## src/rtl/pipeline_drain_controller_pkg.sv

```systemverilog
// Shared definitions for the 5-stage pipeline drain/stall controller.
// Holds the controller state encoding, the inter-stage register indices,
// the bundle of per-cycle enable/flush strobes, and the valid-bit update rule.
package pipeline_drain_controller_pkg;

  // Four inter-stage registers sit between the five stages
  localparam int NUM_REGS = 4;

  // Inter-stage register indices, upstream first
  localparam int IF_ID   = 0;
  localparam int ID_EXE  = 1;
  localparam int EXE_MEM = 2;
  localparam int MEM_WB  = 3;

  // Controller states
  typedef enum logic [1:0] {
    IDLE   = 2'd0,
    RUN    = 2'd1,
    DRAIN  = 2'd2,
    HALTED = 2'd3
  } state_e;

  // One cycle's worth of register enables and bubble-insert strobes
  typedef struct packed {
    logic pc_ena;
    logic if_id_ena;
    logic id_exe_ena;
    logic exe_mem_ena;
    logic mem_wb_ena;
    logic if_id_flush;
    logic id_exe_flush;
    logic mem_wb_flush;
  } ctrl_t;

  // Valid bits after one clock: a disabled register holds, a bubble-loaded
  // register goes empty, IF/ID takes a fresh fetch, the rest copy upstream.
  function automatic logic [NUM_REGS-1:0] next_valid(
    input logic [NUM_REGS-1:0] valid,
    input logic [NUM_REGS-1:0] load,
    input logic [NUM_REGS-1:0] bubble
  );
    logic [NUM_REGS-1:0] nv;
    nv = valid;
    if (load[IF_ID])   nv[IF_ID]   = ~bubble[IF_ID];
    if (load[ID_EXE])  nv[ID_EXE]  = bubble[ID_EXE]  ? 1'b0 : valid[IF_ID];
    if (load[EXE_MEM]) nv[EXE_MEM] = bubble[EXE_MEM] ? 1'b0 : valid[ID_EXE];
    if (load[MEM_WB])  nv[MEM_WB]  = bubble[MEM_WB]  ? 1'b0 : valid[EXE_MEM];
    return nv;
  endfunction

endpackage

```

## src/rtl/pipeline_drain_controller_perf.sv

```systemverilog
// Enable-gated 32-bit wrapping event counter for pipeline statistics.
// Only built when PIPE_PERF_CNT_EN is defined; otherwise the controller
// ties its counter outputs to zero and this module does not exist.
`ifdef PIPE_PERF_CNT_EN
module pipeline_perf_counter (
  input  logic        clk,
  input  logic        reset,
  input  logic        inc_i,
  output logic [31:0] count_o
);

  logic [31:0] count_q;

  // Count one per enabled cycle, rolling over from all-ones back to zero
  always_ff @(posedge clk or negedge reset) begin
    if (!reset) begin
      count_q <= 32'd0;
    end else if (inc_i) begin
      count_q <= count_q + 32'd1;
    end
  end

  assign count_o = count_q;

endmodule
`endif

```

## src/rtl/pipeline_drain_controller.sv

```systemverilog
// Hazard-aware stage-enable generator for the IF/ID/EXE/MEM/WB pipeline.
// Produces PC and inter-stage register enables plus bubble strobes in
// response to load-use, mult/div-busy and taken-branch hazards, and drains
// the pipeline to an empty, halted state on request.
// Optional build macro: PIPE_PERF_CNT_EN adds stall-cycle and flush counters.
module pipeline_drain_controller
  import pipeline_drain_controller_pkg::*;
(
  input  logic                clk,
  input  logic                reset,
  input  logic                ena_i,
  input  logic                load_use_i,
  input  logic                md_busy_i,
  input  logic                branch_taken_i,
  input  logic                halt_req_i,
  input  logic                resume_i,
  output logic                pc_ena_o,
  output logic                if_id_ena_o,
  output logic                id_exe_ena_o,
  output logic                exe_mem_ena_o,
  output logic                mem_wb_ena_o,
  output logic                if_id_flush_o,
  output logic                id_exe_flush_o,
  output logic                mem_wb_flush_o,
  output logic [NUM_REGS-1:0] stage_valid_o,
  output logic                halted_o,
  output logic [31:0]         stall_cycles_o,
  output logic [31:0]         flush_count_o
);

  state_e              state_q, state_d;
  logic [NUM_REGS-1:0] valid_q, valid_d;
  logic                halted_q, halted_d;
  ctrl_t               ctrl;
  logic                pipe_empty;

  assign pipe_empty = (valid_q == '0);

  // Zero-latency stall/flush response and next-state selection
  always_comb begin
    ctrl     = '0;
    state_d  = state_q;
    halted_d = halted_q;
    case (state_q)
      IDLE: begin
        if (ena_i) state_d = RUN;
      end
      RUN: begin
        if (!ena_i) begin
          ctrl = '0;
        end else if (md_busy_i) begin
          // EXE is occupied: freeze everything upstream, retire a bubble into WB
          ctrl.mem_wb_ena   = 1'b1;
          ctrl.mem_wb_flush = 1'b1;
        end else if (load_use_i) begin
          // Hold IF and ID, slip a bubble into EXE; a same-cycle branch is dropped
          ctrl.id_exe_ena   = 1'b1;
          ctrl.id_exe_flush = 1'b1;
          ctrl.exe_mem_ena  = 1'b1;
          ctrl.mem_wb_ena   = 1'b1;
        end else begin
          ctrl.pc_ena      = 1'b1;
          ctrl.if_id_ena   = 1'b1;
          ctrl.id_exe_ena  = 1'b1;
          ctrl.exe_mem_ena = 1'b1;
          ctrl.mem_wb_ena  = 1'b1;
          ctrl.if_id_flush = branch_taken_i;
          if (halt_req_i) state_d = DRAIN;
        end
      end
      DRAIN: begin
        if (!ena_i) begin
          ctrl = '0;
        end else if (pipe_empty) begin
          // Nothing left in flight: stop touching registers and report halted
          state_d  = HALTED;
          halted_d = 1'b1;
        end else if (md_busy_i) begin
          ctrl.mem_wb_ena   = 1'b1;
          ctrl.mem_wb_flush = 1'b1;
        end else begin
          // No new fetch; bubbles enter at IF/ID while older work retires
          ctrl.if_id_ena   = 1'b1;
          ctrl.if_id_flush = 1'b1;
          ctrl.id_exe_ena  = 1'b1;
          ctrl.exe_mem_ena = 1'b1;
          ctrl.mem_wb_ena  = 1'b1;
        end
      end
      HALTED: begin
        if (resume_i && !halt_req_i) begin
          state_d  = RUN;
          halted_d = 1'b0;
        end
      end
      default: begin
        state_d  = IDLE;
        halted_d = 1'b0;
      end
    endcase
  end

  // Track which inter-stage registers hold a real instruction
  always_comb begin
    valid_d = next_valid(
      valid_q,
      {ctrl.mem_wb_ena, ctrl.exe_mem_ena, ctrl.id_exe_ena, ctrl.if_id_ena},
      {ctrl.mem_wb_flush, 1'b0, ctrl.id_exe_flush, ctrl.if_id_flush}
    );
  end

  // Controller state, occupancy and halted flag
  always_ff @(posedge clk or negedge reset) begin
    if (!reset) begin
      state_q  <= IDLE;
      valid_q  <= '0;
      halted_q <= 1'b0;
    end else begin
      state_q  <= state_d;
      valid_q  <= valid_d;
      halted_q <= halted_d;
    end
  end

  assign pc_ena_o       = ctrl.pc_ena;
  assign if_id_ena_o    = ctrl.if_id_ena;
  assign id_exe_ena_o   = ctrl.id_exe_ena;
  assign exe_mem_ena_o  = ctrl.exe_mem_ena;
  assign mem_wb_ena_o   = ctrl.mem_wb_ena;
  assign if_id_flush_o  = ctrl.if_id_flush;
  assign id_exe_flush_o = ctrl.id_exe_flush;
  assign mem_wb_flush_o = ctrl.mem_wb_flush;
  assign stage_valid_o  = valid_q;
  assign halted_o       = halted_q;

`ifdef PIPE_PERF_CNT_EN
  logic stall_inc;
  logic flush_inc;

  assign stall_inc = ((state_q == RUN) || (state_q == DRAIN)) && ena_i &&
                     (md_busy_i || load_use_i);
  assign flush_inc = ctrl.if_id_flush | ctrl.id_exe_flush | ctrl.mem_wb_flush;

  pipeline_perf_counter u_stall_counter (
    .clk     (clk),
    .reset   (reset),
    .inc_i   (stall_inc),
    .count_o (stall_cycles_o)
  );

  pipeline_perf_counter u_flush_counter (
    .clk     (clk),
    .reset   (reset),
    .inc_i   (flush_inc),
    .count_o (flush_count_o)
  );
`else
  assign stall_cycles_o = 32'd0;
  assign flush_count_o  = 32'd0;
`endif

endmodule

```

## config.mk

```make
export PLATFORM = sky130hd
export DESIGN_NAME = pipeline_drain_controller
export DESIGN_NICKNAME = d
export VERILOG_FILES = /design/src/rtl/pipeline_drain_controller_pkg.sv /design/src/rtl/pipeline_drain_controller_perf.sv /design/src/rtl/pipeline_drain_controller.sv
export SDC_FILE = /design/constraint.sdc
export NUM_CORES = 1
export LEC_CHECK = 0
export CAP_MARGIN = 10
export CORE_MARGIN = 1
export CORE_UTILIZATION = 31
export CTS_CLUSTER_SIZE = 25
export DETAILED_ROUTE_END_ITERATION = 16
export PLACE_DENSITY = 0.89
export SYNTH_ARGS = -nofsm -noshare
export SYNTH_HDL_FRONTEND = slang
export SYNTH_SLANG_ARGS = --single-unit
```

## constraint.sdc

```tcl
create_clock -name clk -period 2.45 [get_ports clk]
set_input_delay 0.49 -clock clk [delete_from_list [all_inputs] [get_ports clk]]
set_output_delay 0.49 -clock clk [all_outputs]
set_load 0.005 [all_outputs]
```

# After elaboration in Yosys (flattened, before gate mapping)

Cells that the tools add are included.

Mux-type cells: 29
Equality and inequality tests: 11
Bitwise operators: 1
Reductions and logical operators: 7

Operator list:

| operator                                                        | count |
|---|---|
| 2-bit 2-to-1 mux                                                | 10 |
| 2-bit != test, second input constant                            | 8 |
| 8-bit one-hot mux with 2 select lines                           | 1 |
| 1-bit 2-to-1 mux                                                | 11 |
| 5-bit 2-to-1 mux                                                | 2 |
| 8-bit 2-to-1 mux                                                | 1 |
| 2-bit one-hot mux with 4 select lines                           | 1 |
| 8-bit AND reduction                                             | 1 |
| 2-bit == test, second input constant                            | 2 |
| 4-bit zero test                                                 | 1 |
| 4-bit 2-to-1 mux                                                | 1 |
| 4-bit AND reduction                                             | 1 |
| 3-bit 2-to-1 mux                                                | 1 |
| 2-bit by 1-bit == test with 1-bit output, second input constant | 1 |
| 2-bit zero test                                                 | 1 |
| 1-bit one-hot mux with 2 select lines                           | 1 |
| 2-bit nonzero test                                              | 1 |
| 1-bit logical AND                                               | 1 |
| 1-bit zero test                                                 | 1 |
| 1-bit NOT                                                       | 1 |

Bits in registers: 7
Input bits: 8
Output and inout bits: 77
Logic and storage cells: 54

# Logic depth before layout (Yosys ltp)

Depth in word-level cells: 5
Gate-level depth with buffers: 6

# Worst setup path before layout

Ideal clock, no wire load.

Path type: reg-to-output
From: reg state_q[0]
To: out id_exe_ena_o
Path buffers: 1
Cell stages (with the launch flop): 7
Data arrival time: 1.491 ns
Path slack: 0.469 ns
Path through: dfrtp_1 inv_1 ha_1 nand2b_2 or2_4 nor2_2 buf_4

Longest elaborated chain between the ends: 2
Elaborated cells on any way between the ends: 3

RTL lines:

| element                                                                   | RTL line                         | text |
|---|---|---|
| from (decl)                                                               | pipeline_drain_controller.sv:31  | `state_e state_q, state_d;` |
| from (signal assigned)                                                    | pipeline_drain_controller.sv:119 | `state_q <= state_d;` |
| 2-bit == test or 2-bit by 1-bit == test with 1-bit output (tied branches) | pipeline_drain_controller.sv:44  | `case (state_q)` |
| 8-bit one-hot mux with 2 select lines (*)                                 | pipeline_drain_controller.sv:44  |  |
| to (decl)                                                                 | pipeline_drain_controller.sv:19  | `output logic id_exe_ena_o,` |

Mark *: on every way between the ends. The rest lies on a longest branch, timed or not.

# Worst setup path after layout

From: in ena_i
To: out id_exe_flush_o

Longest elaborated chain between the ends: 2

RTL lines:

| element                               | RTL line                        | text |
|---|---|---|
| from (decl)                           | pipeline_drain_controller.sv:11 | `input logic ena_i,` |
| 8-bit 2-to-1 mux                      | pipeline_drain_controller.sv:49 | `if (!ena_i) begin` |
| 8-bit one-hot mux with 2 select lines | pipeline_drain_controller.sv:44 |  |
| to (decl)                             | pipeline_drain_controller.sv:23 | `output logic id_exe_flush_o,` |

No other way between the ends.

==> results.md <==
Drt:
- The violation count after the first detailed-routing iteration is 17.
- In the routed layout, each cell is associated on average with a via count of about 3.5.
- The routed metal-1 wirelength is around 570 um.
- The number of iterations in the first detailed-routing pass is 10.
- The total wire length after detailed routing is between 1000 and 1500 um.
- The met2 wirelength from detailed routing is a little under 800 um.
- The highest metal layer with signal wires is met3.
- The routed design uses around 150 um of met3 wire.
- The overall via count from detail_route is 616.
- In this run the remaining antenna-violating nets after routing total 0.
- The routed wire length per instance is between 8 and 9 um.
- The remaining design rule violation count is 6.

Timing:
- The worst max-slew margin expressed relative to the limit is a little over three fifths.
- The slew at the pin closest to its max-slew limit is 0.5461 ns.
- Setup repair after global routing left no endpoint under its margin.
- The peak clock frequency supported by timing is ~430 MHz.
- The final critical path takes up between 90% and 100% of the cycle.
- The post-route minimum period is 2.340 ns.
- The worst hold slack after final layout is around 0.50 ns.
- Setup violations remaining at the end of the flow were counted as 0.
- The count of pins over their slew limit is 0.
- The post-route clock skew is a little under 0.007 ns.
- The hold violation count in the final report is 0.

Critical path:
- The arrival time at the worst endpoint is 1.85 ns.
- The nature of the critical path endpoint is an output pin.
- Data on the critical path is required at its endpoint by a little under 2 ns.
- In this run the worst path has a maximum fanout of 4.
- On the worst path, the slowest cell contributes a delay of 0.51 ns.
- The critical path in this run is classified as input pin to output pin.
- Walking the worst path, the cells encountered are clkdlybuf4s50_1 -> buf_4 -> and4b_1 -> clkdlybuf4s50_1.
- The highest-delay cell along the critical path is sky130_fd_sc_hd__clkdlybuf4s50_1.
- The worst setup path is launched from an input pin.
- The most numerous cell type found on the critical path is sky130_fd_sc_hd__clkdlybuf4s50_1.

Place:
- Buffers placed on the I/O ports in this run total 20.
- The total half-perimeter wirelength after legalization and detailed placement is between 1000 and 1500 um.
- The congestion estimate from routability-driven global placement came to 0.7860.
- The number of placed instances, taps included, is 170.

Final layout:
- The growth of design area from synthesis to finish is 6.901%.
- The net total in the final layout is between 150 and 200.
- Once layout is complete, the cells apart from fillers number approximately 170.
- The proportion of layout cells with a drive suffix above 1 is between 10% and 20%.
- The repair_antennas step left the layout with diodes totalling 0.

Logic synthesis:
- The synthesized area per cell is 8.356 sq um.
- The synthesized design contains 0 enable-type register cells.
- The dominant register cell in the synthesized netlist is sky130_fd_sc_hd__dfrtp_1.
- The fraction of post-synthesis cell area in the top cell type by area is between 50% and 60%.
- The synthesized instance count is 115.
- For this run, asynchronously set or reset flops after synthesis account for 100.0%.
- Synthesis instantiated 25 different standard cells from the library.
- sky130_fd_sc_hd__buf_4 takes more of the synthesized area than any other cell.
- Yosys attributes the largest share of cell area to sky130_fd_sc_hd__buf_4, sky130_fd_sc_hd__dfrtp_1, sky130_fd_sc_hd__ha_1, sky130_fd_sc_hd__inv_1, sky130_fd_sc_hd__a21oi_1.
- The yosys synthesis warning count is 0.
- In this run the cell area of the synthesized design comes to between 900 and 1000 sq um.
- Synthesis inferred 7 register bits.
- Sequential elements use 18.23% of the synthesized area.

GRT:
- The number of global-route vias before repair is 510.
- Summed over all layers, the global routing overflow is 0.
- The all-layer global routing usage is around 8.9%.
- The first global-routing pass estimated 2208 um of wire.
- Entering global routing, the biggest net connects 8 pins.
- The number of antenna violations at the first check in global routing came to 0.

Power and ir drop:
- For this design the static power due to leakage is between 0.5 and 0.6 nW.
- Combinational cells account for roughly 60% of the total power.
- The net switching power of the design is 0.3451 mW.
- The power density over the cells is between 800 and 900 nW/um^2.
- The cell-internal power is just over 0.5 mW.
- The sequential cell fraction of total power is 27.4%.
- In this run switching power makes up 40.60% of total power.
- The clock network accounts for 12.3% of the total power.
- The maximum vdd drop is 0.0003277 V.

Die:
- The initialized floorplan defines 19 standard-cell rows.
- From left edge to right edge, the die measures around 58 um.
- The area of the core is between 2000 and 3000 sq um.
- The starting utilization of the core area is about a third.
- The floorplan die area is 3326 sq um.
- The floorplan step set the die height to ~58 um.
- The count of pins on the block boundary is 85.

Job:
- The total of max-cap violations is 0.

Clock network:
- The clock latency on the worst-skew pair is between 0.2 and 0.3 ns.
- The number of buffers inserted for hold repair after clock tree synthesis is 0.
- CTS built an H-tree with a depth of 1.
- The number of setup buffers added after CTS is 0.
- In this run the clock root is driven by a sky130_fd_sc_hd__clkbuf_4.
- CTS saw 7 sinks.
- The clock tree from TritonCTS is built.
- The number of buffers created by CTS is 3.
- After clock tree synthesis, the clock-pin slew on the worst setup and hold paths is 0.06 ns.
- The clock tree buffer depth is 2.

Status:
- The checks that failed: DRC.
- The run finished, with violations left.

Worst hold path:
- The class of the tightest hold or removal check is input pin to asynchronous set/reset pin.
==> cells in the final DEF, fill, tap and decap left out, types with 4 or more instances in the layout <==
master | synthesis | routed
sky130_fd_sc_hd__a21oi_1 | 4 | 4
sky130_fd_sc_hd__dlygate4sd2_1 | 0 | 6
sky130_fd_sc_hd__dfrtp_1 | 7 | 7
sky130_fd_sc_hd__conb_1 | 1 | 64
sky130_fd_sc_hd__inv_1 | 6 | 5
sky130_fd_sc_hd__clkdlybuf4s50_1 | 0 | 13
sky130_fd_sc_hd__buf_4 | 65 | 6
==> worst paths after layout <==
path                                        startpoint                      endpoint  slack (ns)  cells after the start
worst max-delay path                             ena_i                id_exe_flush_o        0.11                      4
worst min register to register    halted_o$_DFFE_PN0P_          halted_o$_DFFE_PN0P_        0.53                      1
max in group asynchronous                        reset  stage_valid_o[1]$_DFFE_PN0P_        1.69                      1
worst min-delay path                             reset        state_q[0]$_DFFE_PN0P_        0.50                      1
min in group clk                  halted_o$_DFFE_PN0P_          halted_o$_DFFE_PN0P_        0.53                      1
worst max register to register  state_q[0]$_DFFE_PN0P_  stage_valid_o[1]$_DFFE_PN0P_        0.58                      7
==> cells in the mapped netlist, types with 2 or more instances <==
cell type and instances:
sky130_fd_sc_hd__buf_4 65, sky130_fd_sc_hd__dfrtp_1 7, sky130_fd_sc_hd__inv_1 6, sky130_fd_sc_hd__nor2_1 5, sky130_fd_sc_hd__a21oi_1 4, sky130_fd_sc_hd__ha_1 4
sky130_fd_sc_hd__o21ai_0 3, sky130_fd_sc_hd__mux2i_1 2, sky130_fd_sc_hd__nand2b_1 2, sky130_fd_sc_hd__o41ai_1 2
==> critical path: cells and delay by family <==
kind	cells	cell delay, ns
and+or+nand+nor	1	0.22
buffers and inverters	3	1.13
==> state kept, by name, summed over array words and instances, names as in the netlist <==
signal,cells
halted_o,1
stage_valid_o,4
state_q,2
==> layout make-up <==
type / count / area (sq um)
multi-input combinational: 100 / 524.3
inverter: 6 / 22.52
fill: 313 / 1826
timing repair buffer: 26 / 240.2
tap: 31 / 38.79
sequential: 7 / 175.2
clock buffer: 4 / 26.28
==> per-layer routing <==
layer | vias to the layer above | GRT usage, %
met5 | - | 0
met4 | 0 | 4.082
met3 | 0 | 3.125
met2 | 44 | 14.45
met1 | 273 | 10.53
li1 | 299 | -
==> repair_timing <==
item                       in CTS  in global routing
resized for setup              11                  1
pin swaps                       0                  0
setup endpoints to repair       7                  1
==> per-stage QoR <==
stage | setup slack, ns | cell area (sq um) | setup TNS (ns) | total power [mW] | util [%]
floorplan | 0.4690 | 1197 | 0 | 0.5783 | -
global placement | -0.03539 | 993.5 | -0.1142 | 0.7199 | 34.82
global route | 0.01825 | 1027 | 0 | 0.9355 | 36.01
CTS | 0.002933 | 1025 | 0 | 0.8651 | 35.92
detailed placement | -0.04765 | 993.5 | -0.1275 | 0.7427 | 34.82
finish | 0.1100 | 1027 | 0 | 0.8499 | 36.01
==> cells by family (layout without fill, tap and decap cells) <==
logic type / count (synthesis) / count (layout) / synth area share (%)
simple gates: 15 / 15 / 9.898
flops: 7 / 7 / 18.23
fa+ha+maj: 4 / 4 / 5.209
buf+inv: 71 / 36 / 53.13
compound gates: 13 / 13 / 8.724
other cells: 1 / 64 / 0.3903
mux: 4 / 4 / 4.427
==> power by group through the flow <==
stage          clock network (mW)  registers (mW)  logic, mW
6_report                    0.104           0.233      0.512
5_1_grt                     0.117           0.243      0.576
4_1_cts                     0.111           0.233      0.521
3_5_place_dp                    0           0.235      0.508
3_3_place_gp                    0           0.226      0.494
2_1_floorplan                   0           0.227      0.351
Note: power is estimated with default switching activity, not from simulation.
